$ cat config.mk
export PLATFORM = sky130hd
export DESIGN_NAME = mac_accumulate_stage
export DESIGN_NICKNAME = d
export VERILOG_FILES = /design/src/rtl/mac_pkg.sv /design/src/rtl/csel_half_adder.sv /design/src/rtl/mac_accumulate_stage.sv
export SDC_FILE = /design/constraint.sdc
export NUM_CORES = 1
export LEC_CHECK = 0
export BUFFER_PORTS_ARGS = -buffer_cell sky130_fd_sc_hd__buf_2
export CAP_MARGIN = 15
export CORE_ASPECT_RATIO = 2
export CORE_UTILIZATION = 40
export CTS_BUF_LIST = sky130_fd_sc_hd__clkbuf_4
export DETAILED_ROUTE_END_ITERATION = 10
export SETUP_SLACK_MARGIN = 0.3
export SLEW_MARGIN = 40
export SYNTH_ARGS = -nofsm -noshare
export SYNTH_HDL_FRONTEND = slang
export SYNTH_SLANG_ARGS = --single-unit
$ cat constraint.sdc
create_clock -name clk -period 4.7 [get_ports clk]
set_input_delay 0.94 -clock clk [delete_from_list [all_inputs] [get_ports clk]]
set_output_delay 0.94 -clock clk [all_outputs]
set_load 0.02 [all_outputs]
$ cat src/rtl/mac_pkg.sv
// Shared defaults and state encoding for the MAC accumulate stage.
package mac_pkg;
    localparam int WIDTH_DEF = 16;
    localparam int HALF_DEF  = WIDTH_DEF / 2;
    localparam int CNT_W_DEF = 8;

    // Saturation value of the default-width operation counter.
    localparam logic [CNT_W_DEF-1:0] CNT_SAT_DEF = '1;

    typedef enum logic [1:0] {
        IDLE = 2'd0,
        LO   = 2'd1,
        HI   = 2'd2,
        DONE = 2'd3
    } state_e;
endpackage

$ cat src/rtl/csel_half_adder.sv
// Half-width carry-select adder: both carry-in results are formed up front,
// cin only drives the final select.
module csel_half_adder #(
    parameter int W = 8
) (
    input  logic [W-1:0] a,
    input  logic [W-1:0] b,
    input  logic         cin,
    output logic [W-1:0] sum,
    output logic         cout
);
    logic [W:0] r0;
    logic [W:0] r1;

    assign r0 = {1'b0, a} + {1'b0, b};
    assign r1 = {1'b0, a} + {1'b0, b} + {{W{1'b0}}, 1'b1};

    assign {cout, sum} = cin ? r1 : r0;
endmodule

$ cat src/rtl/mac_accumulate_stage.sv
// Resolves the multiplier's two reduced vectors into a final sum over two
// cycles (low half, then high half) and keeps the fed-back accumulator.
module mac_accumulate_stage
    import mac_pkg::*;
#(
    parameter int WIDTH = WIDTH_DEF,
    parameter int CNT_W = CNT_W_DEF
) (
    input  logic             clk,
    input  logic             rst,
    input  logic             in_valid,
    output logic             in_ready,
    input  logic [WIDTH-1:0] in_vec0,
    input  logic [WIDTH-1:0] in_vec1,
    input  logic             acc_clear,
    output logic             out_valid,
    input  logic             out_ready,
    output logic [WIDTH-1:0] sum_out,
    output logic             carry_flag,
    output logic [WIDTH-1:0] acc_out,
    output logic [CNT_W-1:0] op_count,
    output logic             ovf_sticky
);
    localparam int HALF = WIDTH / 2;
    localparam logic [CNT_W-1:0] CNT_SAT = '1;

    state_e           state_q, state_d;
    logic [WIDTH-1:0] vec0_q, vec1_q;
    logic [HALF-1:0]  slo_q;
    logic             clo_q;
    logic [WIDTH-1:0] sum_q;
    logic             carry_q;
    logic [WIDTH-1:0] acc_q;
    logic [CNT_W-1:0] cnt_q;
    logic             sticky_q;

    logic [HALF-1:0]  lo_sum, hi_sum;
    logic             lo_c, hi_c;

    csel_half_adder #(.W(HALF)) u_lo (
        .a    (vec0_q[HALF-1:0]),
        .b    (vec1_q[HALF-1:0]),
        .cin  (1'b0),
        .sum  (lo_sum),
        .cout (lo_c)
    );

    csel_half_adder #(.W(HALF)) u_hi (
        .a    (vec0_q[WIDTH-1:HALF]),
        .b    (vec1_q[WIDTH-1:HALF]),
        .cin  (clo_q),
        .sum  (hi_sum),
        .cout (hi_c)
    );

    always_comb begin
        state_d = state_q;
        case (state_q)
            IDLE:    if (in_valid) state_d = LO;
            LO:      state_d = HI;
            HI:      state_d = DONE;
            DONE:    if (out_ready) state_d = IDLE;
            default: state_d = IDLE;
        endcase
    end

    always_ff @(posedge clk) begin
        if (rst) begin
            state_q  <= IDLE;
            vec0_q   <= '0;
            vec1_q   <= '0;
            slo_q    <= '0;
            clo_q    <= 1'b0;
            sum_q    <= '0;
            carry_q  <= 1'b0;
            acc_q    <= '0;
            cnt_q    <= '0;
            sticky_q <= 1'b0;
        end else begin
            state_q <= state_d;
            case (state_q)
                IDLE: if (in_valid) begin
                    vec0_q <= in_vec0;
                    vec1_q <= in_vec1;
                end
                LO: begin
                    slo_q <= lo_sum;
                    clo_q <= lo_c;
                end
                HI: begin
                    sum_q    <= {hi_sum, slo_q};
                    carry_q  <= hi_c;
                    acc_q    <= {hi_sum, slo_q};
                    cnt_q    <= (cnt_q == CNT_SAT) ? cnt_q : cnt_q + 1'b1;
                    sticky_q <= sticky_q | hi_c;
                end
                default: ;
            endcase
            // Clear overrides the HI-state accumulator update; sum_out is untouched.
            if (acc_clear) begin
                acc_q    <= '0;
                cnt_q    <= '0;
                sticky_q <= 1'b0;
            end
        end
    end

    assign in_ready   = (state_q == IDLE);
    assign out_valid  = (state_q == DONE);
    assign sum_out    = sum_q;
    assign carry_flag = carry_q;
    assign acc_out    = acc_q;
    assign op_count   = cnt_q;
    assign ovf_sticky = sticky_q;
endmodule
==> out/results.tsv, run 1 <==
metric	value	unit
Reg2Reg Capture Point	ovf_sticky	
share of synthesized registers carrying an async set or reset	0	%
initial antenna violation count	1	
clock slew at reported path FFs	0.14	ns
CP Capture Type	flop	
Synth Flop Type	dfxtp_1	
Worst-Skew Late Latency	0.44	ns
drt first-iter violations	175	
YS warnings	0	
Worst EP arrival	2.96	ns
dpl cells	630	
worst vdd ir	0.0004608	V
Max Root-Sink Buffers	2	
final setup margin	2.088	ns
die area	0.01012	sq mm
drt wl/cell	13.06	um
sequential cell area fraction in the yosys report	43.87	%
Required @ worst endpoint	5.05	ns
HPWL Detailed	6257	um
Synth Cell Area	0.003879	sq mm
Core Util, Final	47.75	%
Die W	71.63	um
EDFF count, synth	0	
PD cells	466.8	mW/mm^2
core area	0.009384	sq mm
CP Max Fanout	5	
Hold Path Class	flop to flop	
H-tree depth	3	
final hold violation count	0	
Worst Tran Pin Value	0.7002	ns
Setup TNS	0	ns
first-pass GRT wire length	14350	um
clock buffer count from CTS	9	
chip height	141.3	um
drt total wl	8449	um
post-synth cell types	50	
Tcrit/Tclk final	55.57	%
Startpoint Class	flop	
RSZ-0062 raised after global routing	no	
CTS sink cnt	85	
Max Cap Violations	0	
CTS tree	built	
Congestion Overflow GR	0	
I/O Buffers	80	
via count	3339	
Worst R2R Start	vec1_q[8]	
postcts setup bufs	0	
Max Slew Vio Count	0	
starting density of the core	41.33	%
antenna viol nets, final	0	
final setup skew	0.02043	ns
Total Power	2.091	mW
layout cell share with drive strength beyond 1	19.56	%
clk root buf	clkbuf_4	
hold_buf cts	0	
via/cell ratio	5.161	
Worst Setup SP	vec1_q[8]	
flops & latches, synth	85	
Total GRT Usage	17.80	%
setup slack at placement	2.081	ns
largest net degree at the start of global routing	42	
f_max	382.9	MHz
most frequent cell after synthesis	nand2_1	
vias in the first global route	3253	
post-CTS resize count	0	
R2R cell count	8	
minimum clock period	2.612	ns
Post-route DRC	0	
r2r setup slk	2.09	ns
drt pass-1 iters	4	
Commonest cells post-synth	108 x nand2_1, 85 x dfxtp_1, 64 x a21oi_1	
status	finished, final reports clean	
cell count after synthesis	468	
largest cells by area after synthesis	dfxtp_1 44%, nand2_1 10%, a21oi_1 8.3%, ha_1 7.1%, nor2_1 3.8%	
post-route insts no fill	647	
P_leak	1.895	nW
GPL Wtd Cong	0.8523	
Final setup viols	0	
post-synth top area share	43.87	%
crit path capture	ovf_sticky	
I/O pin count	81	
NumNets Final	598	
slew margin rel.	53.32	%
Mean Syn Cell Area	8.288	sq um
cell row count	50	
syn nets	529	
largest area contributor in the netlist	dfxtp_1	
Syn-to-layout area delta	15.52	%
critical path type	flop to flop	
-- metal layers --
layer / wire length, um / vias to the layer above / track usage, %
li1: - / 1739 / -
met1: 3658 / 1500 / 20.56
met2: 4228 / 84 / 30.69
met3: 380 / 16 / 3.835
met4: 182 / 0 / 8.462
met5: 0 / - / 0
-- how the worst min path moves through the flow --
stage / start / endpoint / slack (ns) / cells past startpoint
floorplan: vec0_q[0] / vec0_q[0] / 0.44 / 2
global placement: vec0_q[10] / vec0_q[10] / 0.45 / 2
detailed placement: vec1_q[8] / vec1_q[8] / 0.45 / 2
CTS: vec1_q[8] / vec1_q[8] / 0.47 / 2
global route: vec1_q[8] / vec1_q[8] / 0.49 / 2
finish: vec1_q[14] / vec1_q[14] / 0.47 / 2
-- flip-flops by register name, indices dropped and copies added (netlist names) --
name and cells:
carry_flag 1, vec1_q 16, vec0_q 16, ovf_sticky 1, sum_out 16, op_count 8, state_q 2, slo_q 8
acc_out 16, clo_q 1
-- per-stage QoR --
step                      instance area [sq um]  hold slack [ns]
final                                      4481           0.4709
after global routing                       4481           0.4938
after CTS                                  4478           0.4709
after detailed placement                   4337           0.4526
after global placement                     4333           0.4493
after floorplan                            3879           0.4400
-- cell families after synthesis --
| group | Yosys count | share of synthesized area, % |
|---|---|---|
| mux | 9 | 2.355 |
| fa+ha+maj | 24 | 8.129 |
| buf+inv | 38 | 3.709 |
| xor+xnor | 16 | 3.613 |
| compound gates | 113 | 18.32 |
| flops | 85 | 43.87 |
| simple gates | 183 | 20.00 |
-- placed cells by master (no fill, tap or decap), types with 7 or more instances in the layout --
master    netlist  final
a211oi_1        8      8
a21oi_1        64     64
buf_2           1     80
clkbuf_4        0      9
dfxtp_1        85     85
ha_1           22     22
inv_1          14     14
mux2i_1         8      8
nand2_1       108    107
nor2_1         39     39
nor3_1          7      7
o21ai_0        10     10
xnor2_1        12     12
-- report_power, final --
group	switching, mW	leakage, nW	internal [mW]
clock	0.255	0.0779	0.164
sequential	0.0687	0.691	0.837
combinational	0.491	1.13	0.276
total	0.815	1.89	1.28
-- critical path: stages (launching register included) --
cell and delay [ns]:
dfxtp_1 0.33, ha_1 0.24, fa_1 0.44, a211oi_2 0.32, or2_4 0.20, nand4_1 0.16, a2111oi_4 0.46, nor4_1 0.12
a221o_1 0.27
-- area by class of cell --
class | instances | area (sq um)
Inverter | 14 | 52.55
Sequential cell | 85 | 1702
Clock buffer | 9 | 67.56
Clock inverter | 7 | 73.82
Multi-Input combinational cell | 345 | 2037
Fill cell | 958 | 4903
Antenna cell | 1 | 2.502
Timing Repair Buffer | 82 | 415.4
Tap cell | 104 | 130.1
Power figures use the tool's default switching activity.
==> run 2: changes to the inputs <==
Clock period 4.7 ns to 2.31 ns, I/O delays scaled along.
==> run 2 against run 1 <==
Effect of this change:
- sequential share of layout area is 2.6 points lower
- non-clock buffer count is 16 higher
- fmax is 11% higher
- combinational power is 130% higher
- register-to-register slack worse by 2.1 ns
- clock skew is 0.0065 ns lower
- via count is 1.9% higher
- worst setup slack worse by 2.1 ns
- final area is 8.1% higher
- first-iteration DRC count is 32% lower
- the run now ends with setup timing left
- total power is 120% higher
- cell count is 2.3% higher
- highest routed layer unchanged
- largest cell class unchanged
==> out/results.tsv, run 2 (synthesis results as in run 1) <==
metric	value	unit
P_leak	2.024	nW
drt wl/cell	13.39	um
drt pass-1 iters	4	
vias in the first global route	3301	
largest net degree at the start of global routing	33	
Syn-to-layout area delta	24.87	%
Total GRT Usage	18.50	%
slew margin rel.	75.46	%
slowest stage delay, CP	0.43	ns
via count	3403	
Max Root-Sink Buffers	2	
Hold Path Class	input port to flop	
Core Util, Final	51.61	%
via/cell ratio	5.140	
core area	0.009384	sq mm
I/O pin count	81	
I/O Buffers	80	
commonest non-fill, non-tap cells in the layout	105 x nand2_1, 80 x buf_2, 78 x dfxtp_1	
worst vdd ir	0.0003849	V
clk root buf	clkbuf_4	
CTS tree	built	
Worst EP arrival	2.69	ns
NumNets Final	614	
die area	0.01012	sq mm
Startpoint Class	flop	
Congestion Overflow GR	0	
clock buffer count from CTS	9	
starting density of the core	41.33	%
critical path type	flop to flop	
CP Cell Sequence	ha_4 > o211ai_1 > o211ai_1 > a221o_1 > a2111oi_4 > nor4_1 > a221o_1	
CP max-delay cell	a2111oi_4	
f_max	425.7	MHz
Tcrit/Tclk final	101.7	%
final setup skew	0.01388	ns
Final setup viols	1	
Max Cap Violations	0	
minimum clock period	2.349	ns
Post-route DRC	0	
setup slack at placement	-0.02660	ns
CP bufs+invs	0	
final setup margin	-0.03915	ns
HPWL Detailed	6741	um
clock slew at reported path FFs	0.14	ns
antenna viol nets, final	0	
initial antenna violation count	0	
CP Max Fanout	4	
RSZ-0062 raised after global routing	yes	
status	finished, violations left	
Worst Tran Pin Value	0.3624	ns
final hold violation count	0	
Max Slew Vio Count	0	
Required @ worst endpoint	2.65	ns
CTS sink cnt	85	
most common cell after layout, fill and taps aside	nand2_1	
failing checks	setup timing	
PD cells	934.5	mW/mm^2
layout cell share with drive strength beyond 1	28.32	%
n_diodes	0	
Top Family by Delay on Critical Path	compound AO/OA/AOI/OAI gates	
drt first-iter violations	119	
H-tree depth	3	
chip height	141.3	um
drt total wl	8861	um
first-pass GRT wire length	14910	um
Die W	71.63	um
GPL Wtd Cong	0.8498	
CP Capture Type	flop	
cell row count	50	
Worst-Skew Late Latency	0.43	ns
run 2: changes by cell type in the layout (fill, tap and decap cells not counted), sizes merged:
cell	delta
buf	+16
inv	+1
clkinvlp	+2
diode	-1
clkinv	-3
run 2: per-layer routing:
layer / track usage (%) / share of wire (%) / vias up
met1: 21.16 / 43 / 1559
met3: 4.261 / 3.4 / 9
met5: 0 / 0 / -
met4: 5.986 / 1.2 / 0
met2: 33.27 / 53 / 71
li1: - / - / 1764
run 2: layout make-up:
class	count	area [sq um]
inverter	14	52.55
sequential	85	1713
clock buffer	9	67.56
fill	922	4541
timing repair buffer	98	551.8
clock inverter	7	72.57
multi-input combinational	345	2256
tap	104	130.1
run 2: through the flow:
stage | std cells | total power, mW | setup TNS (ns) | hold slack, ns | cell area [sq um]
floorplan | 468 | 3.127 | 0 | 0.4400 | 3961
global placement | 641 | 3.551 | 0 | 0.4414 | 4498
detailed placement | 641 | 3.591 | -0.04260 | 0.4482 | 4498
CTS | 661 | 4.504 | -0.02001 | 0.2122 | 4738
global route | 662 | 4.857 | -0.2378 | 0.2178 | 4843
finish | 662 | 4.526 | -0.03915 | 0.2385 | 4843
run 2: timing repair:
action	4_1_cts	5_1_grt
pin swaps	13	12
setup buffers	4	1
hold buffers	0	0
gates resized for setup	12	20
endpoints found under the setup margin	11	14
run 2: power by group:
| part | internal (mW) | switching (mW) | total [mW] |
|---|---|---|---|
| Combinational | 0.710 | 1.09 | 1.80 |
| Sequential | 1.71 | 0.160 | 1.87 |
| Clock | 0.333 | 0.523 | 0.857 |
run 2: final timing paths:
path	start	end	slack (ns)	depth (start not counted)
min	in_vec0[4]	vec0_q[4]	0.24	3
min reg2reg	sum_out[10]	sum_out[10]	0.46	2
max	vec1_q[10]	ovf_sticky	-0.04	7
max reg2reg	vec1_q[10]	ovf_sticky	-0.04	7
run 2: worst register-to-register path, delay by kind of cell (launching register included):
kind | cells | cell delay [ns]
flops | 1 | 0.35
simple gates | 1 | 0.09
compound gates | 5 | 1.56
fa+ha+maj | 1 | 0.27
==> run 3: changes to the inputs <==
Settings changed: CTS_BUF_LIST sky130_fd_sc_hd__clkbuf_4 to sky130_fd_sc_hd__clkbuf_16.
==> run 3 against run 2 <==
Effect of this change:
- the flow still finishes with violations (setup timing)
- sequential cell count did not move
- hold slack better by 0.12 ns
- wire length increased by 0.60%
- first-iteration DRC count increased by 1.7%
- non-clock buffer count grew 1
- core utilization rose by 1.7 points
- fmax is 1.1% lower
- clock power rose by 67%
- critical path type unchanged
- largest cell class unchanged
- highest routed layer unchanged
==> out/results.tsv, run 3 (synthesis results as in run 1) <==
metric	value	unit
status	finished, violations left	
failing checks	setup timing	
die area	0.01012	sq mm
Switching Share	36.10	%
via count	3421	
GPL Wtd Cong	0.8498	
Worst Setup SP	vec1_q[10]	
Final setup viols	2	
I/O pin count	81	
Max Cap Violations	0	
initial antenna violation count	0	
Syn-to-layout area delta	29.10	%
Worst-Skew Late Latency	0.34	ns
largest net degree at the start of global routing	33	
Finished Cell Area	0.005007	sq mm
hold path depth	3	
Congestion Overflow GR	0	
DP Area	0.004498	sq mm
combinational power share	35.3	%
drt first-iter violations	121	
vias in the first global route	3299	
NumNets Final	615	
hold_sp	in_vec0[4]	
RSZ-0062 raised after global routing	yes	
worst vdd ir	0.0004917	V
Net Sw Power	1.845	mW
final setup skew	0.006882	ns
I/O Buffers	80	
PD cells	1021	mW/mm^2
drt pass-1 iters	4	
cell row count	50	
antenna viol nets, final	0	
n_diodes	0	
Reg2Reg Capture Point	ovf_sticky	
starting density of the core	41.33	%
CP Capture Type	flop	
Tcrit/Tclk final	102.8	%
HPWL Detailed	6741	um
via/cell ratio	5.160	
r2r setup slk	-0.07	ns
hold endpoint	vec0_q[4]	
Max Slew Vio Count	0	
Cell Int Power	3.265	mW
Fillers	889	
minimum clock period	2.375	ns
Die W	71.63	um
P_leak	2.100	nW
critical path type	flop to flop	
Worst EP arrival	2.60	ns
Required @ worst endpoint	2.53	ns
Clk network pwr share	28.1	%
Startpoint Class	flop	
Post-route DRC	0	
Hold Path Class	input port to flop	
Seq pwr share	36.6	%
f_max	421.0	MHz
slew margin rel.	75.47	%
H-tree depth	3	
first-pass GRT wire length	15040	um
CTS tree	built	
clk root buf	clkbuf_16	
layout cell share with drive strength beyond 1	28.09	%
R2R cell count	7	
drt wl/cell	13.44	um
Worst R2R Start	vec1_q[10]	
core area	0.009384	sq mm
Total GRT Usage	18.72	%
most common cell after layout, fill and taps aside	nand2_1	
Worst Tran Pin Value	0.3622	ns
final hold violation count	0	
CTS sink cnt	85	
chip height	141.3	um
CP Max Fanout	4	
clock slew at reported path FFs	0.07	ns
clock buffer count from CTS	9	
hold_ws	0.3549	ns
commonest non-fill, non-tap cells in the layout	105 x nand2_1, 80 x buf_2, 79 x dfxtp_1	
Max Root-Sink Buffers	2	
final setup margin	-0.06535	ns
drt total wl	8914	um
-- run 3: cell type report --
class	instances	area, sq um	area share, %
Clock buffer	9	225.2	4.498
Clock inverter	7	72.57	1.449
Inverter	14	52.55	1.049
Multi-Input combinational cell	345	2258	45.10
Sequential cell	85	1709	34.13
Tap cell	104	130.1	2.599
Timing Repair Buffer	99	559.3	11.17
-- run 3: worst max path at each step --
stage / to / depth (start not counted)
6_report: ovf_sticky / 7
5_1_grt: ovf_sticky / 7
4_1_cts: ovf_sticky / 8
3_5_place_dp: carry_flag / 8
3_3_place_gp: ovf_sticky / 8
2_1_floorplan: ovf_sticky / 9
-- run 3: per-layer routing --
metal  global-route usage [%]  vias up  share of wire (%)
met2                    33.57       74                 53
met5                        0        -                  0
met4                    6.605        0                1.3
met1                    21.43     1568                 42
li1                         -     1767                  -
met3                    4.048       12                3.6
-- run 3: power groups by stage --
| stage | sequential (mW) | clock (mW) | combinational, mW |
|---|---|---|---|
| 3_3_place_gp | 1.88 | 0 | 1.67 |
| 3_5_place_dp | 1.89 | 0 | 1.70 |
| 5_1_grt | 1.89 | 1.53 | 2.02 |
| 2_1_floorplan | 1.96 | 0 | 1.17 |
| 4_1_cts | 1.86 | 1.47 | 1.76 |
| 6_report | 1.87 | 1.43 | 1.81 |
-- run 3: repair_timing --
item,4_1_cts,5_1_grt
hold buffers,0,0
pin swaps,14,10
resized for setup,10,19
setup buffers,4,2
setup endpoints to repair,10,14
-- run 3: stage by stage --
stage	util [%]	TNS, ns	power, mW	setup slack (ns)	cells
4_1_cts	52.15	-0.01107	5.088	-0.01107	661
3_5_place_dp	47.93	-0.04260	3.591	-0.02660	641
2_1_floorplan	-	0	3.127	0.1107	468
6_report	53.36	-0.07747	5.110	-0.06535	663
3_3_place_gp	47.93	0	3.551	0.02821	641
5_1_grt	53.36	-0.3032	5.445	-0.1724	663
-- run 3: critical path, stage by stage (launching register included) --
cell,delay [ns]
dfxtp_1,0.37
ha_4,0.24
o211ai_1,0.29
o211ai_1,0.16
a221o_1,0.42
a2111oi_4,0.43
nor4_1,0.09
a221o_1,0.27
